$ cat src/rtl/dmem_lsu.sv
// Load/store unit between execute and a word-ported data memory.
// Sub-word stores are read-modify-write; loads extract and extend one lane.
module dmem_lsu_lane (
  input  logic       be,
  input  logic [7:0] rbyte,
  input  logic [7:0] wbyte,
  output logic [7:0] mbyte
);
  assign mbyte = be ? wbyte : rbyte;
endmodule

module dmem_lsu #(
  parameter int MEM_BYTES   = 256,
  parameter bit RANGE_CHECK = 1'b1
) (
  input  logic        clk,
  input  logic        rst_n,
  input  logic        req_valid,
  output logic        req_ready,
  input  logic        req_we,
  input  logic [1:0]  req_size,
  input  logic        req_signed,
  input  logic [31:0] req_addr,
  input  logic [31:0] req_wdata,
  output logic        resp_valid,
  output logic        resp_err,
  output logic [31:0] resp_rdata,
  output logic [31:0] mem_addr,
  output logic [31:0] mem_wdata,
  output logic [1:0]  mem_write,
  output logic [1:0]  mem_read,
  input  logic [31:0] mem_rdata
);
  localparam int NUM_LANES = 4;

  typedef enum logic [2:0] {S_IDLE, S_RD, S_CAP, S_MERGE, S_WR, S_ERR} state_t;
  typedef struct packed {
    logic        we;
    logic [1:0]  size;
    logic        sgn;
    logic [31:0] addr;
    logic [31:0] wdata;
  } req_t;

  state_t      state_q, state_d;
  req_t        req_q, req_d;
  logic [31:0] buf_q, buf_d;
  logic        resp_valid_q, resp_valid_d;
  logic        resp_err_q, resp_err_d;
  logic [31:0] resp_rdata_q, resp_rdata_d;

  logic        accept, req_err;
  logic [1:0]  off;
  logic [31:0] sh, ext;
  logic [NUM_LANES-1:0]       be;
  logic [NUM_LANES-1:0][7:0]  wlane, merged;

  assign req_ready = (state_q == S_IDLE);
  assign accept    = req_valid & req_ready;
  assign off       = req_q.addr[1:0];

  always_comb begin
    req_err = 1'b0;
    if (req_size == 2'd3)                              req_err = 1'b1;
    else if (req_size == 2'd1 && req_addr[0])          req_err = 1'b1;
    else if (req_size == 2'd2 && req_addr[1:0] != 2'b00) req_err = 1'b1;
    else if (RANGE_CHECK && req_addr >= 32'(MEM_BYTES))  req_err = 1'b1;
  end

  // Load extraction: shift the addressed lane down, then extend.
  always_comb begin
    sh  = mem_rdata >> {off, 3'b000};
    ext = mem_rdata;
    case (req_q.size)
      2'd0:    ext = req_q.sgn ? {{24{sh[7]}}, sh[7:0]}   : {24'b0, sh[7:0]};
      2'd1:    ext = req_q.sgn ? {{16{sh[15]}}, sh[15:0]} : {16'b0, sh[15:0]};
      default: ext = mem_rdata;
    endcase
  end

  // Store merge: each lane either keeps the memory byte or takes store data.
  genvar k;
  generate
    for (k = 0; k < NUM_LANES; k++) begin : g_lane
      assign be[k]    = (req_q.size == 2'd0) ? (off == 2'(k)) : (off[1] == 1'(k >> 1));
      assign wlane[k] = (req_q.size == 2'd1 && (k % 2) == 1) ? req_q.wdata[15:8]
                                                              : req_q.wdata[7:0];
      dmem_lsu_lane u_lane (
        .be    (be[k]),
        .rbyte (mem_rdata[8*k +: 8]),
        .wbyte (wlane[k]),
        .mbyte (merged[k])
      );
    end
  endgenerate

  always_comb begin
    state_d      = state_q;
    req_d        = req_q;
    buf_d        = buf_q;
    resp_valid_d = 1'b0;
    resp_err_d   = 1'b0;
    resp_rdata_d = resp_rdata_q;
    case (state_q)
      S_IDLE: if (accept) begin
        req_d = '{we: req_we, size: req_size, sgn: req_signed,
                  addr: req_addr, wdata: req_wdata};
        if (req_err)              state_d = S_ERR;
        else if (!req_we)         state_d = S_RD;
        else if (req_size == 2'd2) begin
          buf_d   = req_wdata;
          state_d = S_WR;
        end else                  state_d = S_RD;
      end
      S_RD:    state_d = req_q.we ? S_MERGE : S_CAP;
      S_CAP: begin
        resp_valid_d = 1'b1;
        resp_rdata_d = ext;
        state_d      = S_IDLE;
      end
      S_MERGE: begin
        buf_d   = merged;
        state_d = S_WR;
      end
      S_WR: begin
        resp_valid_d = 1'b1;
        resp_rdata_d = '0;
        state_d      = S_IDLE;
      end
      S_ERR: begin
        resp_valid_d = 1'b1;
        resp_err_d   = 1'b1;
        resp_rdata_d = '0;
        state_d      = S_IDLE;
      end
      default: state_d = S_IDLE;
    endcase
  end

  always_ff @(posedge clk or negedge rst_n) begin
    if (!rst_n) begin
      state_q      <= S_IDLE;
      req_q        <= '0;
      buf_q        <= '0;
      resp_valid_q <= 1'b0;
      resp_err_q   <= 1'b0;
      resp_rdata_q <= '0;
    end else begin
      state_q      <= state_d;
      req_q        <= req_d;
      buf_q        <= buf_d;
      resp_valid_q <= resp_valid_d;
      resp_err_q   <= resp_err_d;
      resp_rdata_q <= resp_rdata_d;
    end
  end

  // Strobes come straight from the state register so reset kills them at once.
  assign mem_read   = {1'b0, state_q == S_RD};
  assign mem_write  = {1'b0, state_q == S_WR};
  assign mem_addr   = {req_q.addr[31:2], 2'b00};
  assign mem_wdata  = (state_q == S_WR) ? {buf_q[7:0], buf_q[15:8], buf_q[23:16], buf_q[31:24]}
                                        : 32'h0;
  assign resp_valid = resp_valid_q;
  assign resp_err   = resp_err_q;
  assign resp_rdata = resp_rdata_q;
endmodule

$ cat config.mk
export PLATFORM = sky130hd
export DESIGN_NAME = dmem_lsu
export DESIGN_NICKNAME = d
export VERILOG_FILES = /design/src/rtl/dmem_lsu.sv
export SDC_FILE = /design/constraint.sdc
export NUM_CORES = 1
export LEC_CHECK = 0
export CAP_MARGIN = 0
export CORE_ASPECT_RATIO = 0.8
export CORE_UTILIZATION = 42
export DETAILED_ROUTE_END_ITERATION = 10
export PLACE_DENSITY = 0.74
export SLEW_MARGIN = 20
export SYNTH_ARGS = -nofsm -noshare
export SYNTH_HDL_FRONTEND = slang
export SYNTH_SLANG_ARGS = --single-unit
$ cat constraint.sdc
create_clock -name clk -period 1.9 [get_ports clk]
set_input_delay 0.285 -clock clk [delete_from_list [all_inputs] [get_ports clk]]
set_output_delay 0.285 -clock clk [all_outputs]
set_load 0.05 [all_outputs]
# After elaboration in Yosys (flattened, before gate mapping)

Cells that the tools add are included.

Flip-flop bits (word level): 121
Latch bits: 0
Bits in writable memories: 0
Memory bits (read-only): 0
Memories kept: 0

Add/sub/neg operators: 0
Multiply operators: 0
Divide/modulo/power cells: 0
Order comparisons: 1
Equality and inequality tests: 16
Shift operators: 1
Muxes and demuxes: 31
Bitwise gates (word level): 2
Reduce and logical (&&, ||, !) cells: 12

Operators with widths:

| operator            | count |
|---|---|
| $mux 32             | 7 |
| $pmux 32 s2         | 3 |
| $mux 8              | 5 |
| $ge 32x9->1 const B | 1 |
| $shr 32x5->16       | 1 |
| $mux 3              | 4 |
| $mux 1              | 11 |
| $pmux 3 s3          | 1 |
| $eq 2x2->1 const B  | 4 |
| $eq 2x1->1 const B  | 3 |
| $eq 3x2->1 const B  | 2 |
| $eq 3x3->1 const B  | 2 |
| $ne 2x1->1 const B  | 3 |
| $reduce_bool 2->1   | 3 |
| $reduce_and 5->1    | 1 |
| $logic_not 2->1     | 2 |
| $eq 3x1->1 const B  | 1 |
| $logic_not 3->1     | 1 |
| $reduce_or 3->1     | 1 |
| $logic_and 1x1->1   | 2 |
| $ne 2x2->1 const B  | 1 |
| $reduce_and 2->1    | 1 |
| $reduce_or 2->1     | 1 |
| $and 1x1->1         | 1 |
| $not 1->1           | 1 |

# Depth between registers and ports, before layout

Gate-level depths: netlist of run 1.

Depth after elaboration: 8
Mapped depth: 8

# Modules after synthesis

Synthesis of run 1 repeated with hierarchy kept, for this count alone.

Cells, all modules: 653
Area total of the unflattened synthesis: 6,935.4 µm²

Modules (own cells, without submodules):

| module        | times used | cells an instance | area each (µm²) | sequential area each (µm²) |
|---|---|---|---|---|
| dmem_lsu      | 1          | 617               | 6,409.9         | 3,027.9 |
| dmem_lsu_lane | 4          | 9                 | 131.4           | 0.0 |

# Worst setup path after synthesis of run 1

OpenSTA, ideal clock, no wires.

Path kind: register to output
Start point: register state_q[1]
End point: output port mem_wdata[22]
Arrival: 2,007 ps
Required time: 1,615 ps
Slack: -392 ps
Stages on the path, launching flop included: 5
Cell sequence: dfrtp_1 -> buf_2 -> nor3b_1 -> clkbuf_1 -> and2_1

Longest elaborated chain between the ends: 2

Ends and longest elaborated chain:

| element                | RTL line | RTL |
|---|---|---|
| from (decl)            | 45       | `state_t state_q, state_d;` |
| from (signal assigned) | 149      | `state_q <= state_d;` |
| $eq 3x3->1             | --       |  |
| named net mem_write[0] | 30       | `output logic [1:0] mem_write,` |
| $mux 32                | 162      | `assign mem_wdata = (state_q == S_WR) ? {buf_q[7:0], buf_q[15:8], buf_q[23:16], buf_q[31:24]}` |
| to (decl)              | 29       | `output logic [31:0] mem_wdata,` |

The timed path passes the listed nets, and every way through them passes these cells.

# Worst setup path in the final report of run 1

Start point: register state_q[1]
End point: output port mem_wdata[10]

Longest elaborated chain between the ends: 2

Ends and longest elaborated chain:

| element    | RTL line |
|---|---|
| $eq 3x3->1 | 162 |
| $mux 32    | 162 |

Every way passes these cells.

==> run_results.csv, run 1 <==
group,metric,value,unit
cts,numCtsBuffers,17,
setup_path,criticalPathCategory,"reg -> out",
global_route,grt_antenna_before_repair,0,
cts,cts.root.buffer_cell,"sky130_fd_sc_hd__clkbuf_16",
setup_path,worst-path-max-fanout,8,
power,power_density,1830,nW/um2
outcome,violated_checks,"design-rule violations, negative setup slack",
global_route,grt_total_usage,0.290,
logic_synthesis,yosys.cell_types.count,45,
cells_and_area,multi_input_area,2930,um2
global_route,grt_pass1_vias,5787,
placement,pre_cts_ws,-0.360,ns
placement,dp_cells,957,
power,power.sequential.fraction,0.257,
power,comb_power_share,0.565,
sta,worst-slew-pin-transition,0.664,ns
floorplan,floorplan.io_pins,206,
cts,numClockSinks,121,
floorplan,floorplan.die.height,112,um
route,dr.pass1.iters,9,
setup_path,reg_to_reg_startpoint,"state_q[2]",
route,route.detailed.wl_per_inst,22.2,um
setup_path,timing.reg2reg.worst_path_depth,6,
sta,finalHoldViolations,0,
cells_and_area,sequential_standard_cell_area,3030,um2
route,ant_nets,0,
placement,hpwlAfterDp,15900,um
sta,post-route-period-util,1.10,
sta,timing.max_slew.rel_slack,0.556,
setup_path,worst_ep_required_time,1.62,ns
floorplan,core_area,14400,um2
logic_synthesis,async_flop_share,1.00,
route,detailedRoute.firstIterationViolations,449,
sta,maxSlewViolCount,0,
logic_synthesis,synth_register_bits,121,
logic_synthesis,synth_edf_count,0,
outcome,outcome,"finished with violations",
power,max-vdd-ir-drop,0.00104,V
sta,setup_repair_after_global_routing_missed_its_margin,"yes",
power,power_leakage,0.00465,uW
placement,dpl-instance-area,8980,um2
global_route,grt_first_pass_wirelength,33900,um
flow_run,cap_viol_max_count,0,
cells_and_area,antenna_cells_inserted,0,
route,post_drt_via_cell_ratio,5.83,
cells_and_area,fillCellCount,1048,
floorplan,dieWidth,139,um
logic_synthesis,postSynthCellCount,594,
sta,maxClockFrequency,0.479,GHz
cells_and_area,syn2layout_area_growth,57.4,%
sta,final.min_clock_period,2.09,ns
cells_and_area,fin_nets,905,
sta,setup-violations-final,34,
power,internal_power,10200,uW
power,share_clk_of_total_power,0.178,
sta,fin_skew,0.0115,ns
cells_and_area,mostFrequentLayoutCells,"sky130_fd_sc_hd__dfrtp_1 (118), sky130_fd_sc_hd__clkdlybuf4s50_1 (118), sky130_fd_sc_hd__buf_4 (58), sky130_fd_sc_hd__mux2_2 (56), sky130_fd_sc_hd__o21ai_0 (42)",
cells_and_area,fin_area,9920,um2
setup_path,critical_path.reg2reg.endpoint,"buf_q[23]",
route,route.detailed.drc,13,
sta,postLayoutSetupSlackWorst,-0.190,ns
logic_synthesis,synth_cell_area,6300,um2
floorplan,row_count,39,
setup_path,cp_data_arrival_time,1.80,ns
logic_synthesis,syn_area_per_cell,10.6,um2
cells_and_area,fin_cells,999,
floorplan,start_util,0.436,
sta,final.hold.worst_slack,0.369,ns
placement,place.gp.congestion,0.898,
placement,placement.io_buffers,201,
cts,clock_tree.htree_level_count,4,
power,switching_share,0.441,
global_route,grt_max_degree,55,
min_path,timing.hold.worst.class,"in -> async",
floorplan,fp.dieArea,15500,um2
cts,clkSlewWorstSetupHoldPaths,0.06,ns
route,detail_route.wirelength,22200,um
cts,tritoncts_clock_tree,"done",
setup_path,cp-start-kind,"flip-flop",
global_route,grt_remaining_overflow,0,
cells_and_area,drive_above_1_share,0.306,
cts,clk-insertion-delay-late,0.42,ns
logic_synthesis,seq_area_frac_synth,0.480,
setup_path,reg2reg_setup_slack,-0.01,ns
setup_path,critical_path.endpoint_type,"output pin",
route,vias,5820,
power,switchingPower,8020,uW
cts,cts_max_path_buffers,2,
logic_synthesis,yosysWarnings,0,
logic_synthesis,ys_flop_type,"sky130_fd_sc_hd__dfrtp_1",
==> metal layers <==
metal | share of wire | wire length, um | track usage
met5 | 0 | 0 | 0
met4 | 0.012 | 256 | 0.0867
met3 | 0.086 | 1910 | 0.0684
met2 | 0.45 | 10000 | 0.431
met1 | 0.45 | 10000 | 0.419
==> metrics by stage <==
step | power (uW) | util | TNS [ns]
2_1_floorplan | 11100 | - | -0.0661
3_3_place_gp | 14300 | 0.622 | -15.28
3_5_place_dp | 14500 | 0.622 | -18.87
4_1_cts | 18100 | 0.674 | -5.91
5_1_grt | 19000 | 0.687 | -7.69
6_report | 18200 | 0.687 | -5.20
==> registers in the layout (all words and copies together) (netlist names) <==
register    flops
state_q         3
resp_rdata     32
off             2
mem_addr       30
resp_err        1
resp_valid      1
buf_q          32
req_q          20
==> cell usage after synthesis (2+ instances only) <==
master                     number  share of area
sky130_fd_sc_hd__dfrtp_1      121           0.48
sky130_fd_sc_hd__mux2_2        56           0.10
sky130_fd_sc_hd__o21ai_0       43          0.034
sky130_fd_sc_hd__nand2_1       38          0.023
sky130_fd_sc_hd__buf_4         37          0.044
sky130_fd_sc_hd__and2_1        34          0.034
sky130_fd_sc_hd__a21oi_1       33          0.026
sky130_fd_sc_hd__a221o_1       32          0.051
sky130_fd_sc_hd__clkbuf_1      30          0.018
sky130_fd_sc_hd__nand3_1       18          0.014
sky130_fd_sc_hd__a211o_1       16          0.022
sky130_fd_sc_hd__a22o_1        16          0.022
sky130_fd_sc_hd__buf_2         16          0.013
sky130_fd_sc_hd__nand4_1       16          0.016
sky130_fd_sc_hd__o211ai_1      16          0.019
sky130_fd_sc_hd__nor2_1         9         0.0054
sky130_fd_sc_hd__a22oi_1        8         0.0095
sky130_fd_sc_hd__mux2i_1        8          0.013
sky130_fd_sc_hd__inv_1          6         0.0036
sky130_fd_sc_hd__nor4_1         6         0.0060
sky130_fd_sc_hd__nor3b_1        4         0.0048
sky130_fd_sc_hd__buf_1          3         0.0018
sky130_fd_sc_hd__nor2b_1        3         0.0030
sky130_fd_sc_hd__and3_1         2         0.0020
sky130_fd_sc_hd__nand3b_1       2         0.0024
sky130_fd_sc_hd__nor3_1         2         0.0016
==> worst max-delay path by stage <==
| stage | startpoint | end | slack [ns] |
|---|---|---|---|
| final | state_q[1] | mem_wdata[10] | -0.19 |
| after global routing | state_q[1] | mem_wdata[10] | -0.25 |
| after CTS | state_q[1] | mem_wdata[27] | -0.19 |
| after detailed placement | mem_rdata[15] | resp_rdata[17] | -0.36 |
| after global placement | req_addr[28] | buf_q[16] | -0.29 |
| after floorplan | state_q[1] | mem_wdata[22] | -0.07 |
==> logic make-up (layout without fill, tap and decap cells) <==
kind of cell           count (synthesis)  count (layout)  synth area share
buffers and inverters                 94             311            0.0814
other                                  1               4          0.000595
and+or+nand+nor                      141             141             0.123
DFF                                  121             121             0.480
muxes                                 65              65             0.116
AOI/OAI and AO/OA                    172             173             0.198
==> worst max-delay path, cell delays in order, from the launching register on <==
cell                        delay (ns)
sky130_fd_sc_hd__dfrtp_1          0.40
sky130_fd_sc_hd__buf_6            0.14
sky130_fd_sc_hd__nor3b_4          0.24
sky130_fd_sc_hd__buf_6            0.17
sky130_fd_sc_hd__clkbuf_16        0.16
sky130_fd_sc_hd__and2_4           0.15
sky130_fd_sc_hd__buf_12           0.13
==> power by group through the flow <==
stage	clock network (uW)	registers (uW)	logic (uW)
final	3240	4680	10300
after global routing	3410	4830	10800
after CTS	3280	4670	10200
after detailed placement	0	4670	9830
after global placement	0	4610	9710
after floorplan	0	5230	5880
==> what timing repair did <==
item / 4_1_cts / 5_1_grt
setup buffers: 5 / 2
cloned: 1 / 2
resized for setup: 41 / 60
hold endpoints to repair: 31 / 0
pin swaps: 5 / 12
hold buffers: 1 / 0
setup endpoints to repair: 60 / 145
==> area by class of cell <==
type | count | share of cell area
Clock buffer | 19 | 0.0457
Tap cell | 184 | 0.0232
Inverter | 7 | 0.00265
Clock inverter | 13 | 0.0146
Timing Repair Buffer | 272 | 0.313
Sequential cell | 121 | 0.306
Multi-Input combinational cell | 383 | 0.295
No activity file was read; power rests on OpenSTA's default activity.
==> run 2, diff against run 1 <==
--- a/config.mk
+++ b/config.mk
@@ -6,10 +6,10 @@
 export NUM_CORES = 1
 export LEC_CHECK = 0
 export CAP_MARGIN = 0
-export CORE_ASPECT_RATIO = 0.8
 export CORE_UTILIZATION = 42
 export DETAILED_ROUTE_END_ITERATION = 10
 export PLACE_DENSITY = 0.74
+export REMOVE_ABC_BUFFERS = 1
 export SLEW_MARGIN = 20
 export SYNTH_ARGS = -nofsm -noshare
 export SYNTH_HDL_FRONTEND = slang
==> constraint.sdc (replaced) <==
create_clock -name clk -period 1.7 [get_ports clk]
set_input_delay 0.255 -clock clk [delete_from_list [all_inputs] [get_ports clk]]
set_output_delay 0.255 -clock clk [all_outputs]
set_load 0.05 [all_outputs]
==> run 2 against run 1 <==
Highest routed layer unchanged. Largest cell class unchanged. Critical endpoint is now mem_wdata[2]. Non-clock buffer count up 28. Critical path type unchanged. Cell area up 6.6%. Clock skew down 0.0012 ns. Final cell count up 2.8%. Sequential power up 12%. The flow finishes with violations (negative setup slack).
==> run_results.csv, run 2 (synthesized netlist as in run 1, its figures left out) <==
group,metric,value,unit
sta,timing.max_slew.rel_slack,0.508,
setup_path,criticalPathCategory,"reg -> out",
sta,final.hold.worst_slack,0.294,ns
route,dr.pass1.iters,5,
cells_and_area,mostFrequentLayoutCell,"sky130_fd_sc_hd__dfrtp_1",
route,detail_route.wirelength,24200,um
sta,maxClockFrequency,0.485,GHz
power,power_density,2150,nW/um2
cts,numClockSinks,121,
placement,pre_cts_ws,-0.703,ns
cells_and_area,fillCellCount,918,
cells_and_area,syn2layout_area_growth,67.8,%
cts,cts.root.buffer_cell,"sky130_fd_sc_hd__clkbuf_16",
sta,totalNegativeSetupSlack,-24.77,ns
cts,cts_max_path_buffers,2,
floorplan,dieWidth,125,um
global_route,grt_max_degree,49,
setup_path,worst_ep_required_time,1.44,ns
cells_and_area,drive_above_1_share,0.420,
sta,setup-violations-final,130,
global_route,grt_antenna_before_repair,0,
cells_and_area,fin_nets,933,
floorplan,fp.dieArea,15500,um2
setup_path,worst-path-max-fanout,8,
outcome,violated_checks,"negative setup slack",
sta,maxSlewViolCount,0,
min_path,holdCritStartpoint,"req_addr[27]",
power,total_power,22800,uW
min_path,timing.hold.worst.class,"in -> reg",
global_route,grt_first_pass_wirelength,36300,um
cells_and_area,multi_input_area,3190,um2
cts,numCtsBuffers,17,
cells_and_area,mostFrequentLayoutCells,"sky130_fd_sc_hd__dfrtp_1 (118), sky130_fd_sc_hd__buf_4 (113), sky130_fd_sc_hd__clkdlybuf4s50_1 (97), sky130_fd_sc_hd__buf_12 (52), sky130_fd_sc_hd__mux2_4 (41)",
cells_and_area,sequential_standard_cell_area,3030,um2
setup_path,timing.reg2reg.worst_path_depth,8,
placement,hpwlAfterDp,14500,um
placement,placement.io_buffers,201,
floorplan,row_count,44,
setup_path,setup.worst_path.start,"state_q[1]",
power,max-vdd-ir-drop,0.00150,V
floorplan,floorplan.io_pins,206,
setup_path,critical_path.endpoint_type,"output pin",
floorplan,core_area,14600,um2
setup_path,cp-start-kind,"flip-flop",
sta,post-route-period-util,1.21,
setup_path,cp_data_arrival_time,1.81,ns
outcome,outcome,"finished with violations",
floorplan,floorplan.die.height,125,um
setup_path,reg_to_reg_startpoint,"state_q[1]",
sta,final.min_clock_period,2.06,ns
setup_path,reg2reg_setup_slack,-0.30,ns
route,ant_nets,0,
cts,clk-insertion-delay-late,0.42,ns
global_route,grt_remaining_overflow,0,
route,route.detailed.drc,0,
global_route,grt_pass1_vias,6358,
cells_and_area,antenna_cells_inserted,0,
sta,finalHoldViolations,0,
min_path,worst_hold_path.num_cells,2,
route,vias,6134,
sta,postLayoutSetupSlackWorst,-0.361,ns
cts,tritoncts_clock_tree,"done",
sta,setup_repair_after_global_routing_missed_its_margin,"yes",
route,post_drt_via_cell_ratio,5.97,
route,route.detailed.wl_per_inst,23.6,um
sta,worst-slew-pin-transition,0.735,ns
global_route,grt_total_usage,0.304,
cts,clkSlewWorstSetupHoldPaths,0.05,ns
flow_run,cap_viol_max_count,0,
cts,clock_tree.htree_level_count,4,
placement,place.gp.congestion,0.911,
floorplan,start_util,0.432,
sta,fin_skew,0.0103,ns
power,power_leakage,0.00469,uW
route,detailedRoute.firstIterationViolations,513,
run 2: worst max-delay path: stages (launching register included):
cell and delay (ns):
sky130_fd_sc_hd__dfrtp_1 0.39, sky130_fd_sc_hd__buf_6 0.14, sky130_fd_sc_hd__nor3b_4 0.24, sky130_fd_sc_hd__buf_6 0.18
sky130_fd_sc_hd__buf_16 0.14, sky130_fd_sc_hd__and2_4 0.16, sky130_fd_sc_hd__buf_12 0.13
run 2: repair_timing:
item / in CTS / in global routing
cloned: 11 / 5
buffers inserted: 29 / 7
gates resized for setup: 122 / 51
pin swaps: 23 / 46
endpoints found under the setup margin: 135 / 148
endpoints found under the hold margin: 30 / 0
hold buffers: 1 / 0
run 2: per-layer routing:
layer  up-vias  GRT usage  share of wire
met3        68     0.0739          0.073
li1       2649          -              -
met1      3075      0.378           0.40
met2       342      0.495           0.49
met4         0      0.145          0.037
met5         -          0              0
run 2: area by class of cell:
type / instances / share of cell area
well taps: 184 / 0.0218
flip-flops and latches: 121 / 0.287
inverters: 7 / 0.00248
clock buffers: 20 / 0.0441
clock inverters: 12 / 0.0207
repair buffers: 300 / 0.323
multi-input cells: 383 / 0.301
run 2: report_power, final:
part	switching [uW]	internal (uW)	total, uW
sequential	984	4250	5240
combinational	7330	5980	13300
clock	1350	2860	4210
run 2: worst paths after layout:
path / endpoint
min in group asynchronous: mem_addr[17]
hold reg to reg: req_q[12]
hold / removal: mem_addr[27]
setup reg to reg: buf_q[5]
setup / recovery: mem_wdata[2]
max in group asynchronous: resp_valid
run 2: through the flow:
step	utilization	instance area (um2)	instances
final	0.725	10600	1027
after global routing	0.725	10600	1027
after CTS	0.716	10400	1023
after detailed placement	0.601	8770	950
after global placement	0.601	8770	950
after floorplan	-	5830	510
